## src/rtl/rv32a_pkg.sv

```systemverilog
// Shared encodings for the RV32A atomic sequencer: funct3/funct5 codes,
// sequencer state enum and the funct5 legality helper.
package rv32a_pkg;

  localparam logic [2:0] FUNCT3_AMO = 3'b010;

  localparam logic [4:0] F5_ADD  = 5'h00;
  localparam logic [4:0] F5_SWAP = 5'h01;
  localparam logic [4:0] F5_LR   = 5'h02;
  localparam logic [4:0] F5_SC   = 5'h03;
  localparam logic [4:0] F5_XOR  = 5'h04;
  localparam logic [4:0] F5_OR   = 5'h08;
  localparam logic [4:0] F5_AND  = 5'h0C;
  localparam logic [4:0] F5_MIN  = 5'h10;
  localparam logic [4:0] F5_MAX  = 5'h14;
  localparam logic [4:0] F5_MINU = 5'h18;
  localparam logic [4:0] F5_MAXU = 5'h1C;

  typedef enum logic [2:0] {
    IDLE = 3'd0,
    RD   = 3'd1,
    CALC = 3'd2,
    WR   = 3'd3,
    RSP  = 3'd4
  } state_e;

  function automatic logic func5_legal(input logic [4:0] f5);
    case (f5)
      F5_ADD, F5_SWAP, F5_LR, F5_SC, F5_XOR, F5_OR, F5_AND,
      F5_MIN, F5_MAX, F5_MINU, F5_MAXU: return 1'b1;
      default:                          return 1'b0;
    endcase
  endfunction

endpackage

```

## src/rtl/rv32a_amo_seq_if.sv

```systemverilog
// Request, RAM and response bus of the RV32A atomic sequencer.
// slave = sequencer view, master = requester/RAM side.
interface rv32a_amo_seq_if #(
  parameter int RAM_AW = 8
) ();
  logic              iREQ_VALID;
  logic              oREQ_READY;
  logic [2:0]        iFUNC3;
  logic [4:0]        iFUNC5;
  logic [31:0]       iADDR;
  logic [31:0]       iDATA;
  logic              iRES_CLR;
  logic              oRAM_CE;
  logic              oRAM_RD;
  logic              oRAM_WR;
  logic [RAM_AW-1:0] oRAM_ADDR;
  logic [31:0]       iRAM_DATA;
  logic [31:0]       oRAM_DATA;
  logic              oRSP_VALID;
  logic              iRSP_READY;
  logic [31:0]       oRSP_DATA;
  logic              oRSP_ERR;

  modport slave (
    input  iREQ_VALID, iFUNC3, iFUNC5, iADDR, iDATA, iRES_CLR, iRAM_DATA, iRSP_READY,
    output oREQ_READY, oRAM_CE, oRAM_RD, oRAM_WR, oRAM_ADDR, oRAM_DATA,
           oRSP_VALID, oRSP_DATA, oRSP_ERR
  );

  modport master (
    output iREQ_VALID, iFUNC3, iFUNC5, iADDR, iDATA, iRES_CLR, iRAM_DATA, iRSP_READY,
    input  oREQ_READY, oRAM_CE, oRAM_RD, oRAM_WR, oRAM_ADDR, oRAM_DATA,
           oRSP_VALID, oRSP_DATA, oRSP_ERR
  );
endinterface

```

## src/rtl/rv32a_amo_alu.sv

```systemverilog
// Combinational AMO operator: new memory value from old value and rs2 operand.
module rv32a_amo_alu
  import rv32a_pkg::*;
(
  input  logic [4:0]  func5_i,
  input  logic [31:0] old_i,
  input  logic [31:0] operand_i,
  output logic [31:0] new_o
);

  // Select the read-modify-write result; non-AMO codes leave memory as read.
  always_comb begin
    new_o = old_i;
    case (func5_i)
      F5_ADD:  new_o = old_i + operand_i;
      F5_SWAP: new_o = operand_i;
      F5_XOR:  new_o = old_i ^ operand_i;
      F5_OR:   new_o = old_i | operand_i;
      F5_AND:  new_o = old_i & operand_i;
      F5_MIN:  new_o = ($signed(old_i) < $signed(operand_i)) ? old_i : operand_i;
      F5_MAX:  new_o = ($signed(old_i) > $signed(operand_i)) ? old_i : operand_i;
      F5_MINU: new_o = (old_i < operand_i) ? old_i : operand_i;
      F5_MAXU: new_o = (old_i > operand_i) ? old_i : operand_i;
      default: new_o = old_i;
    endcase
  end

endmodule

```

## src/rtl/rv32a_amo_seq.sv

```systemverilog
// RV32A atomic sequencer: AMO read-modify-write and LR/SC over a synchronous RAM.
// Optional macro RV32A_RESERVATION_EN builds the LR/SC reservation register.
module rv32a_amo_seq
  import rv32a_pkg::*;
#(
  parameter int RAM_AW = 8
) (
  input logic            iCLK,
  input logic            iRST_N,
  rv32a_amo_seq_if.slave bus
);

  state_e            state_q;
  logic [4:0]        func5_q;
  logic [RAM_AW-1:0] waddr_q;
  logic [31:0]       opnd_q;
  logic              ram_ce_q;
  logic              ram_rd_q;
  logic              ram_wr_q;
  logic [RAM_AW-1:0] ram_addr_q;
  logic [31:0]       ram_wdata_q;
  logic              rsp_valid_q;
  logic [31:0]       rsp_data_q;
  logic              rsp_err_q;

  logic [31:0]       amo_new_d;
  logic [RAM_AW-1:0] req_waddr_s;
  logic              req_legal_s;
  logic              sc_ok_s;
  logic              unused_addr_s;

  assign req_waddr_s   = bus.iADDR[RAM_AW+1:2];
  assign req_legal_s   = (bus.iFUNC3 == FUNCT3_AMO) && (bus.iADDR[1:0] == 2'b00) &&
                         func5_legal(bus.iFUNC5);
  assign unused_addr_s = ^bus.iADDR[31:RAM_AW+2];

  rv32a_amo_alu u_alu (
    .func5_i   (func5_q),
    .old_i     (bus.iRAM_DATA),
    .operand_i (opnd_q),
    .new_o     (amo_new_d)
  );

`ifdef RV32A_RESERVATION_EN
  logic              res_valid_q;
  logic [RAM_AW-1:0] res_addr_q;

  assign sc_ok_s = res_valid_q && (res_addr_q == req_waddr_s);

  // Reservation: every clear source outranks the LR set in the same cycle.
  always_ff @(posedge iCLK or negedge iRST_N) begin
    if (!iRST_N) begin
      res_valid_q <= 1'b0;
      res_addr_q  <= {RAM_AW{1'b0}};
    end else if (bus.iRES_CLR) begin
      res_valid_q <= 1'b0;
    end else if ((state_q == IDLE) && bus.iREQ_VALID && req_legal_s && (bus.iFUNC5 == F5_SC)) begin
      res_valid_q <= 1'b0;
    end else if ((state_q == WR) && (res_addr_q == waddr_q)) begin
      res_valid_q <= 1'b0;
    end else if ((state_q == CALC) && (func5_q == F5_LR)) begin
      res_valid_q <= 1'b1;
      res_addr_q  <= waddr_q;
    end else begin
      res_valid_q <= res_valid_q;
    end
  end
`else
  logic unused_res_clr_s;

  assign sc_ok_s          = 1'b0;
  assign unused_res_clr_s = bus.iRES_CLR;
`endif

  // Sequencer FSM; all bus outputs are registered here.
  always_ff @(posedge iCLK or negedge iRST_N) begin
    if (!iRST_N) begin
      state_q     <= IDLE;
      func5_q     <= 5'h00;
      waddr_q     <= {RAM_AW{1'b0}};
      opnd_q      <= 32'h0000_0000;
      ram_ce_q    <= 1'b0;
      ram_rd_q    <= 1'b0;
      ram_wr_q    <= 1'b0;
      ram_addr_q  <= {RAM_AW{1'b0}};
      ram_wdata_q <= 32'h0000_0000;
      rsp_valid_q <= 1'b0;
      rsp_data_q  <= 32'h0000_0000;
      rsp_err_q   <= 1'b0;
    end else begin
      case (state_q)
        IDLE: begin
          if (bus.iREQ_VALID) begin
            func5_q    <= bus.iFUNC5;
            waddr_q    <= req_waddr_s;
            opnd_q     <= bus.iDATA;
            rsp_data_q <= 32'h0000_0000;
            rsp_err_q  <= 1'b0;
            if (!req_legal_s) begin
              rsp_err_q   <= 1'b1;
              rsp_valid_q <= 1'b1;
              state_q     <= RSP;
            end else if (bus.iFUNC5 == F5_SC) begin
              if (sc_ok_s) begin
                ram_ce_q    <= 1'b1;
                ram_wr_q    <= 1'b1;
                ram_addr_q  <= req_waddr_s;
                ram_wdata_q <= bus.iDATA;
                state_q     <= WR;
              end else begin
                rsp_data_q  <= 32'h0000_0001;
                rsp_valid_q <= 1'b1;
                state_q     <= RSP;
              end
            end else begin
              ram_ce_q   <= 1'b1;
              ram_rd_q   <= 1'b1;
              ram_addr_q <= req_waddr_s;
              state_q    <= RD;
            end
          end
        end
        RD: begin
          ram_ce_q   <= 1'b0;
          ram_rd_q   <= 1'b0;
          ram_addr_q <= {RAM_AW{1'b0}};
          state_q    <= CALC;
        end
        CALC: begin
          rsp_data_q <= bus.iRAM_DATA;
          if (func5_q == F5_LR) begin
            rsp_valid_q <= 1'b1;
            state_q     <= RSP;
          end else begin
            ram_ce_q    <= 1'b1;
            ram_wr_q    <= 1'b1;
            ram_addr_q  <= waddr_q;
            ram_wdata_q <= amo_new_d;
            state_q     <= WR;
          end
        end
        WR: begin
          ram_ce_q    <= 1'b0;
          ram_wr_q    <= 1'b0;
          ram_addr_q  <= {RAM_AW{1'b0}};
          ram_wdata_q <= 32'h0000_0000;
          rsp_valid_q <= 1'b1;
          state_q     <= RSP;
        end
        RSP: begin
          if (bus.iRSP_READY) begin
            rsp_valid_q <= 1'b0;
            rsp_data_q  <= 32'h0000_0000;
            rsp_err_q   <= 1'b0;
            state_q     <= IDLE;
          end
        end
        default: begin
          ram_ce_q    <= 1'b0;
          ram_rd_q    <= 1'b0;
          ram_wr_q    <= 1'b0;
          ram_wdata_q <= 32'h0000_0000;
          rsp_valid_q <= 1'b0;
          state_q     <= IDLE;
        end
      endcase
    end
  end

  assign bus.oREQ_READY = (state_q == IDLE);
  assign bus.oRAM_CE    = ram_ce_q;
  assign bus.oRAM_RD    = ram_rd_q;
  assign bus.oRAM_WR    = ram_wr_q;
  assign bus.oRAM_ADDR  = ram_addr_q;
  assign bus.oRAM_DATA  = ram_wdata_q;
  assign bus.oRSP_VALID = rsp_valid_q;
  assign bus.oRSP_DATA  = rsp_data_q;
  assign bus.oRSP_ERR   = rsp_err_q;

endmodule

```

## src/flat_wrapper.sv

```systemverilog
// flat-port wrapper written by rule: the top's interface ports become plain ports
module rv32a_amo_seq_flat import rv32a_pkg::*;
#(
  parameter int RAM_AW = 8
)
  (iCLK, iRST_N, bus_iREQ_VALID, bus_iFUNC3, bus_iFUNC5, bus_iADDR, bus_iDATA, bus_iRES_CLR, bus_iRAM_DATA, bus_iRSP_READY, bus_oREQ_READY, bus_oRAM_CE, bus_oRAM_RD, bus_oRAM_WR, bus_oRAM_ADDR, bus_oRAM_DATA, bus_oRSP_VALID, bus_oRSP_DATA, bus_oRSP_ERR);
  rv32a_amo_seq_if #(.RAM_AW(RAM_AW)) bus_i ();
  input logic iCLK;
  input logic iRST_N;
  input wire logic [$bits(bus_i.iREQ_VALID)-1:0] bus_iREQ_VALID;
  input wire logic [$bits(bus_i.iFUNC3)-1:0] bus_iFUNC3;
  input wire logic [$bits(bus_i.iFUNC5)-1:0] bus_iFUNC5;
  input wire logic [$bits(bus_i.iADDR)-1:0] bus_iADDR;
  input wire logic [$bits(bus_i.iDATA)-1:0] bus_iDATA;
  input wire logic [$bits(bus_i.iRES_CLR)-1:0] bus_iRES_CLR;
  input wire logic [$bits(bus_i.iRAM_DATA)-1:0] bus_iRAM_DATA;
  input wire logic [$bits(bus_i.iRSP_READY)-1:0] bus_iRSP_READY;
  output wire logic [$bits(bus_i.oREQ_READY)-1:0] bus_oREQ_READY;
  output wire logic [$bits(bus_i.oRAM_CE)-1:0] bus_oRAM_CE;
  output wire logic [$bits(bus_i.oRAM_RD)-1:0] bus_oRAM_RD;
  output wire logic [$bits(bus_i.oRAM_WR)-1:0] bus_oRAM_WR;
  output wire logic [$bits(bus_i.oRAM_ADDR)-1:0] bus_oRAM_ADDR;
  output wire logic [$bits(bus_i.oRAM_DATA)-1:0] bus_oRAM_DATA;
  output wire logic [$bits(bus_i.oRSP_VALID)-1:0] bus_oRSP_VALID;
  output wire logic [$bits(bus_i.oRSP_DATA)-1:0] bus_oRSP_DATA;
  output wire logic [$bits(bus_i.oRSP_ERR)-1:0] bus_oRSP_ERR;
  assign bus_i.iREQ_VALID = bus_iREQ_VALID;
  assign bus_i.iFUNC3 = bus_iFUNC3;
  assign bus_i.iFUNC5 = bus_iFUNC5;
  assign bus_i.iADDR = bus_iADDR;
  assign bus_i.iDATA = bus_iDATA;
  assign bus_i.iRES_CLR = bus_iRES_CLR;
  assign bus_i.iRAM_DATA = bus_iRAM_DATA;
  assign bus_i.iRSP_READY = bus_iRSP_READY;
  assign bus_oREQ_READY = bus_i.oREQ_READY;
  assign bus_oRAM_CE = bus_i.oRAM_CE;
  assign bus_oRAM_RD = bus_i.oRAM_RD;
  assign bus_oRAM_WR = bus_i.oRAM_WR;
  assign bus_oRAM_ADDR = bus_i.oRAM_ADDR;
  assign bus_oRAM_DATA = bus_i.oRAM_DATA;
  assign bus_oRSP_VALID = bus_i.oRSP_VALID;
  assign bus_oRSP_DATA = bus_i.oRSP_DATA;
  assign bus_oRSP_ERR = bus_i.oRSP_ERR;
  rv32a_amo_seq #(.RAM_AW(RAM_AW)) u_core (.iCLK(iCLK), .iRST_N(iRST_N), .bus(bus_i));
endmodule
```

## config.mk

```make
export PLATFORM = sky130hd
export DESIGN_NAME = rv32a_amo_seq_flat
export DESIGN_NICKNAME = d
export VERILOG_FILES = /design/src/rtl/rv32a_pkg.sv /design/src/rtl/rv32a_amo_seq_if.sv /design/src/rtl/rv32a_amo_alu.sv /design/src/rtl/rv32a_amo_seq.sv /design/src/flat_wrapper.sv
export SDC_FILE = /design/constraint.sdc
export NUM_CORES = 1
export LEC_CHECK = 0
export CORE_MARGIN = 3
export CORE_UTILIZATION = 50
export DETAILED_ROUTE_END_ITERATION = 16
export PLACE_DENSITY = 0.88
export SLEW_MARGIN = 20
export SYNTH_ARGS = -nofsm -noshare
export SYNTH_HDL_FRONTEND = slang
export SYNTH_HIERARCHICAL = 1
export SYNTH_SLANG_ARGS = --single-unit
```

## constraint.sdc

```tcl
create_clock -name iCLK -period 7.4 [get_ports iCLK]
set_input_delay 1.48 -clock iCLK [delete_from_list [all_inputs] [get_ports iCLK]]
set_output_delay 1.48 -clock iCLK [all_outputs]
set_load 0.005 [all_outputs]
```

Yosys cells after proc, flatten, opt, wreduce, memory -nomap -nowiden:

Memory sizes are Yosys's and may differ from the RTL's.
Index checks and enable logic that the tools add are counted.

* bits in registers: 125
* memory bits (read-only): 32
* bits of input ports: 109
* output and inout bits: 78
* word-level logic and storage cells: 106
* memories: 1

* add/sub/neg operators: 1
* $lt $le $gt $ge: 4
* equality and inequality tests: 22
* multiplexer cells: 39
* bitwise operators: 7
* reductions and logical operators: 20

Memories
* (name not given): depth 32, bits a word 1, rd ports 1, clocked after Yosys merged registers in 0, wr ports 0, line rv32a_pkg.sv:28 `case (f5)`

Operator list (count)
* $pmux 32 s9: 1
* $mux 32: 8
* $pmux 32 s3: 1
* $gt 32x32->1: 2
* $lt 32x32->1: 2
* $pmux 32 s2: 1
* $add 32x32->32: 1
* $and 32x32->32: 1
* $mux 8: 4
* $or 32x32->32: 1
* $xor 32x32->32: 1
* $pmux 8 s3: 1
* $eq 5x5->1 const B: 4
* $mux 3: 5
* $pmux 3 s5: 1
* $reduce_and 5->1: 3
* $mux 1: 12
* $eq 5x2->1 const B: 2
* $eq 5x4->1 const B: 2
* $eq 3x2->1 const B: 3
* $ne 2x2->1 const B: 4
* $pmux 1 s2: 3
* $reduce_and 2->1: 3
* $reduce_and 3->1: 2
* other kinds (18): 25

Longest topological paths before layout:

* depth after elaboration: 6
* mapped depth: 16
* depth with buffers taken out: 12

Hierarchy:

The synthesis kept the hierarchy.

By module, submodules not included
* rv32a_amo_alu: times used 1, cells each 787, area each 5316.3 um^2, seq. area each 0.0 um^2
* rv32a_amo_seq: times used 1, cells each 465, area each 5131.2 um^2, seq. area each 3128.0 um^2

Least setup slack after synthesis:

Ideal clock, no wire load.

* path kind: input to register
* start point: in bus_iRAM_DATA[24]
* end point: reg u_core.ram_wdata_q[28], in the netlist u_core/bus.oRAM_DATA[28]
* setup time: 0.121 ns
* arrival time: 4.245 ns
* data required time: 7.279 ns
* setup slack: 3.034 ns
* cell stages on the path: 14
* cell sequence: inv_1 -> ha_1 -> clkbuf_1 -> nor4_4 -> nand4_2 -> a21oi_2 -> nor4_4 -> mux2_2 -> a21oi_4 -> o21ai_1 -> buf_2 -> a222oi_1 -> o21ai_1 -> a22o_2

* cells in the longest elaborated chain, start to end: 5
* elaborated cells between the ends (all ways): 12

RTL lines
* from (decl): line flat_wrapper.sv:16 `input wire logic [$bits(bus_i.iRAM_DATA)-1:0] bus_iRAM_DATA;`
* $gt 32x32->1 (tied with other cells): line rv32a_amo_alu.sv:23 `F5_MAXU: new_o = (old_i > operand_i) ? old_i : operand_i;`
* $mux 32 (on tied branches)
* $pmux 32 s9 *: line rv32a_amo_alu.sv:14 `case (func5_i)`
* net u_core.amo_new_d[28]: line rv32a_amo_seq.sv:26 `logic [31:0] amo_new_d;`
* $mux 32 *: line rv32a_amo_seq.sv:131 `if (func5_q == F5_LR) begin`
* $pmux 32 s2 *: line rv32a_amo_seq.sv:91 `case (state_q)`
* to (signal assigned): line rv32a_amo_seq.sv:108 `ram_wdata_q <= bus.iDATA;`
* to (signal assigned): line rv32a_amo_seq.sv:138 `ram_wdata_q <= amo_new_d;`
* to (decl): line rv32a_amo_seq.sv:21 `logic [31:0] ram_wdata_q;`

Mark *: on every way through the listed nets, which the timed path passes. The rest lies on a longest branch. The select of a mux whose other input is x is not followed.
A chain may end at the register's enable or synchronous reset.

Worst setup path in the final report:

* start point: in bus_iRAM_DATA[31]
* end point: reg u_core.ram_wdata_q[15], in the netlist u_core/bus.oRAM_DATA[15]

Same word-level chain as after synthesis.

==> flow_summary.ini <==
[run_status]
status = complete, no violations

[run]
drv_cap = 0

[cts]
cts.clk_slew.worst_paths_ps = 70
cts_resized = 0
cts_tree = yes
htreeDepth = 4
clkLatencyLatePin_ps = 430
cts.sinks = 125
cts_max_path_buffers = 2
numCtsBuffers = 17
root_buffer = clkbuf_16
hold_buffers = 0
post-cts-setup-buffer-count = 0

[timing]
worst-slew-pin-transition_ps = 973
period_needed_ps = 5800
post-route-period-util_pct = 78.4
setup-violations-final = 0
finalClockSkew_ps = 8.08
tns_ps = 0
slew-limit-headroom_pct = 34.9
rsz0062_at_grt = false
finalHoldViolCount = 0
fmax_mhz = 172
slew_violations = 0

[detailed_routing]
topRoutingLayerUsed = met4
route.vias.total = 10300
drt-wirelength-per-cell_um = 19.9
met1_length_um = 13800
drtIter0Drc = 1196
dr.pass1.iters = 6
drcViolationCount = 0
dr_wl_met2_um = 14800
ant_nets = 0
wl_met3_um = 3080
vias_per_cell = 6.26
drt-total-wl_um = 32900

[die]
start_util_pct = 51.3
num_rows = 52
io_pins = 187
core_mm2 = 0.0204
fp.dieArea_mm2 = 0.0227
die_y_um = 151
die_w_um = 151

[global_routing]
overflow = 0
grt_use_total_pct = 28.5
grt_max_degree = 70
grt_pass1_vias = 9919
grt_pass1_wl_um = 51600
antenna_found_initial = 1

[synthesis]
ys_seq_area_share_pct = 29.9
synth_edf_count = 0
synthDominantCellAreaShare_pct = 29.9
yosysWarnings = 6
syn_nets = 1458
netlist_area_mm2 = 0.0104
syn_avg_cell_area_um2 = 8.34
synth_ff_type = dfrtp_1
synthTopCellsByArea = dfrtp_1 (30%), ha_1 (11%), nand2_1 (7.0%), a21oi_1 (4.4%), nor2_1 (3.3%)
async_flop_share_pct = 100
synth-seq-cells = 125
yosysTopAreaCell = dfrtp_1
netlist-cell-type-count = 96
syn_inst = 1252

[worst_setup_path]
rr_startpoint = u_core/opnd_q[26]
ff2ff_path_depth = 13
crit_path_end_kind = flop
r2r_end = u_core/bus.oRAM_DATA[15]
critPathKind = primary input to flop
reg2reg_slack_ps = 2910
worst_ep_required_time_ps = 7770
crit_path_start_kind = primary input
critPathArrivalTime_ps = 6160
critPathMaxFanout = 15

[worst_hold_path]
hold_path_class = flop to flop
holdPathEnd = u_core/waddr_q[3]
hold_start = u_core/waddr_q[3]
whs_path_depth = 2

[power_and_ir_drop]
p_per_area_mw_per_mm2 = 402
peakVddDrop_mv = 0.224
p_leak_nw = 5.72

[layout]
drive_gt1_share_pct = 8.83
nets = 1574
final_core_util_pct = 62.6
area_growth_pct = 22.1

[placed_design]
io_buffer_count = 163
dp_hpwl_um = 22600
gp_congestion = 0.998
-- report_power, final --
part / internal [W] / total [W] / switching, W
Combinational: 0.00125 / 0.00312 / 0.00187
Clock: 0.000455 / 0.000847 / 0.000392
Sequential: 0.000883 / 0.00115 / 0.000269
-- metrics by stage --
| stage | setup slack, ps | area [um2] | cells | power, W | hold slack (ps) |
|---|---|---|---|---|---|
| finish | 1600 | 12800 | 1652 | 0.00512 | 482 |
| floorplan | 3030 | 10400 | 1252 | 0.00326 | 446 |
| global route | 1440 | 12800 | 1652 | 0.00544 | 510 |
| detailed placement | 1400 | 12100 | 1618 | 0.00416 | 463 |
| global placement | 1410 | 12100 | 1618 | 0.00407 | 460 |
| CTS | 1830 | 12700 | 1650 | 0.00504 | 480 |
-- cells in the mapped netlist, types with 9 or more instances --
master / n
a221oi_1: 21
nor3_1: 31
a21oi_1: 91
nand2_1: 195
nand2b_1: 12
inv_1: 85
a22o_1: 36
a22o_2: 29
o211ai_1: 17
xnor2_1: 20
o21ai_0: 55
nor2_1: 92
ha_1: 96
a211oi_1: 11
dfrtp_1: 125
a31oi_1: 9
clkbuf_1: 35
and3_1: 10
a21o_1: 11
nand3b_1: 9
nor2b_1: 9
a22oi_1: 19
buf_2: 31
nand3_1: 19
-- final cells by class --
type,instances,area [um2]
Sequential cell,125,3130
Fill cell,1652,7610
Clock buffer,17,425
Tap cell,270,338
Timing Repair Buffer,178,1760
Multi-Input combinational cell,958,6600
Inverter,88,330
Antenna cell,1,2.50
Clock inverter,15,169
-- worst max path at each step --
stage | to | from | slack (ps)
detailed placement | u_core/bus.oRAM_DATA[15] | bus_iRAM_DATA[31] | 1400
finish | u_core/bus.oRAM_DATA[15] | bus_iRAM_DATA[31] | 1600
global route | u_core/bus.oRAM_DATA[15] | bus_iRAM_DATA[31] | 1440
floorplan | u_core/bus.oRAM_DATA[28] | bus_iRAM_DATA[24] | 3030
CTS | u_core/bus.oRAM_DATA[15] | bus_iRAM_DATA[31] | 1830
global placement | u_core/bus.oRAM_DATA[15] | bus_iRAM_DATA[31] | 1410
-- critical path: stages --
cell and delay, ps:
clkdlybuf4s50_1 620, inv_1 110, ha_1 520, nor4_4 310, nand4_2 210, nor4b_4 420
and3_1 440, a211oi_1 130, mux2i_1 660, buf_4 310, a221oi_1 110, and3_1 230
a221oi_1 380, a22o_2 210
-- kinds of logic after synthesis --
| kind of cell | after synthesis | synth area share, % |
|---|---|---|
| multiplexers | 8 | 0.778 |
| flip-flops | 125 | 29.9 |
| AO/OA/AOI/OAI | 408 | 29.2 |
| XOR/XNOR | 26 | 2.18 |
| buffers and inverters | 169 | 7.05 |
| adder cells (fa/ha/maj) | 97 | 11.7 |
| AND/OR/NAND/NOR | 419 | 19.2 |
-- sequential cells by signal, indices dropped and copies added (netlist names) --
signal / flops
u_core/waddr_q: 8
u_core/opnd_q: 32
u_core/bus.oRAM_ADDR: 8
u_core/bus.oRAM_DATA: 32
u_core/bus.oRSP_VALID: 1
u_core/bus.oRAM_WR: 1
u_core/state_q: 3
u_core/func5_q: 5
u_core/bus.oRAM_CE: 1
u_core/bus.oRSP_ERR: 1
u_core/bus.oRSP_DATA: 32
u_core/bus.oRAM_RD: 1
-- cell usage in the layout, fill, tap and decap left out, types with 9 or more instances in the layout --
cell type and count:
ha_1 96, and3_1 10, clkdlybuf4s50_1 162, a22o_1 36, nand2_1 194, a21o_1 11
clkbuf_16 17, buf_4 15, a22o_2 29, nor3_1 29, o211ai_1 17, a211oi_1 11
nand3b_1 9, o21ai_0 55, nand2b_1 12, a21oi_1 91, xnor2_1 20, dfrtp_1 125
nor2_1 91, a22oi_1 19, a31oi_1 9, nor2b_1 9, inv_1 85, a221oi_1 21
nand3_1 19
-- layer usage --
layer,global-route usage (%),vias up
met1,38.6,4907
met3,5.33,105
li1,-,4746
met5,0,-
met2,44.1,587
met4,13.1,0
(Power assumes the default switching activity.)
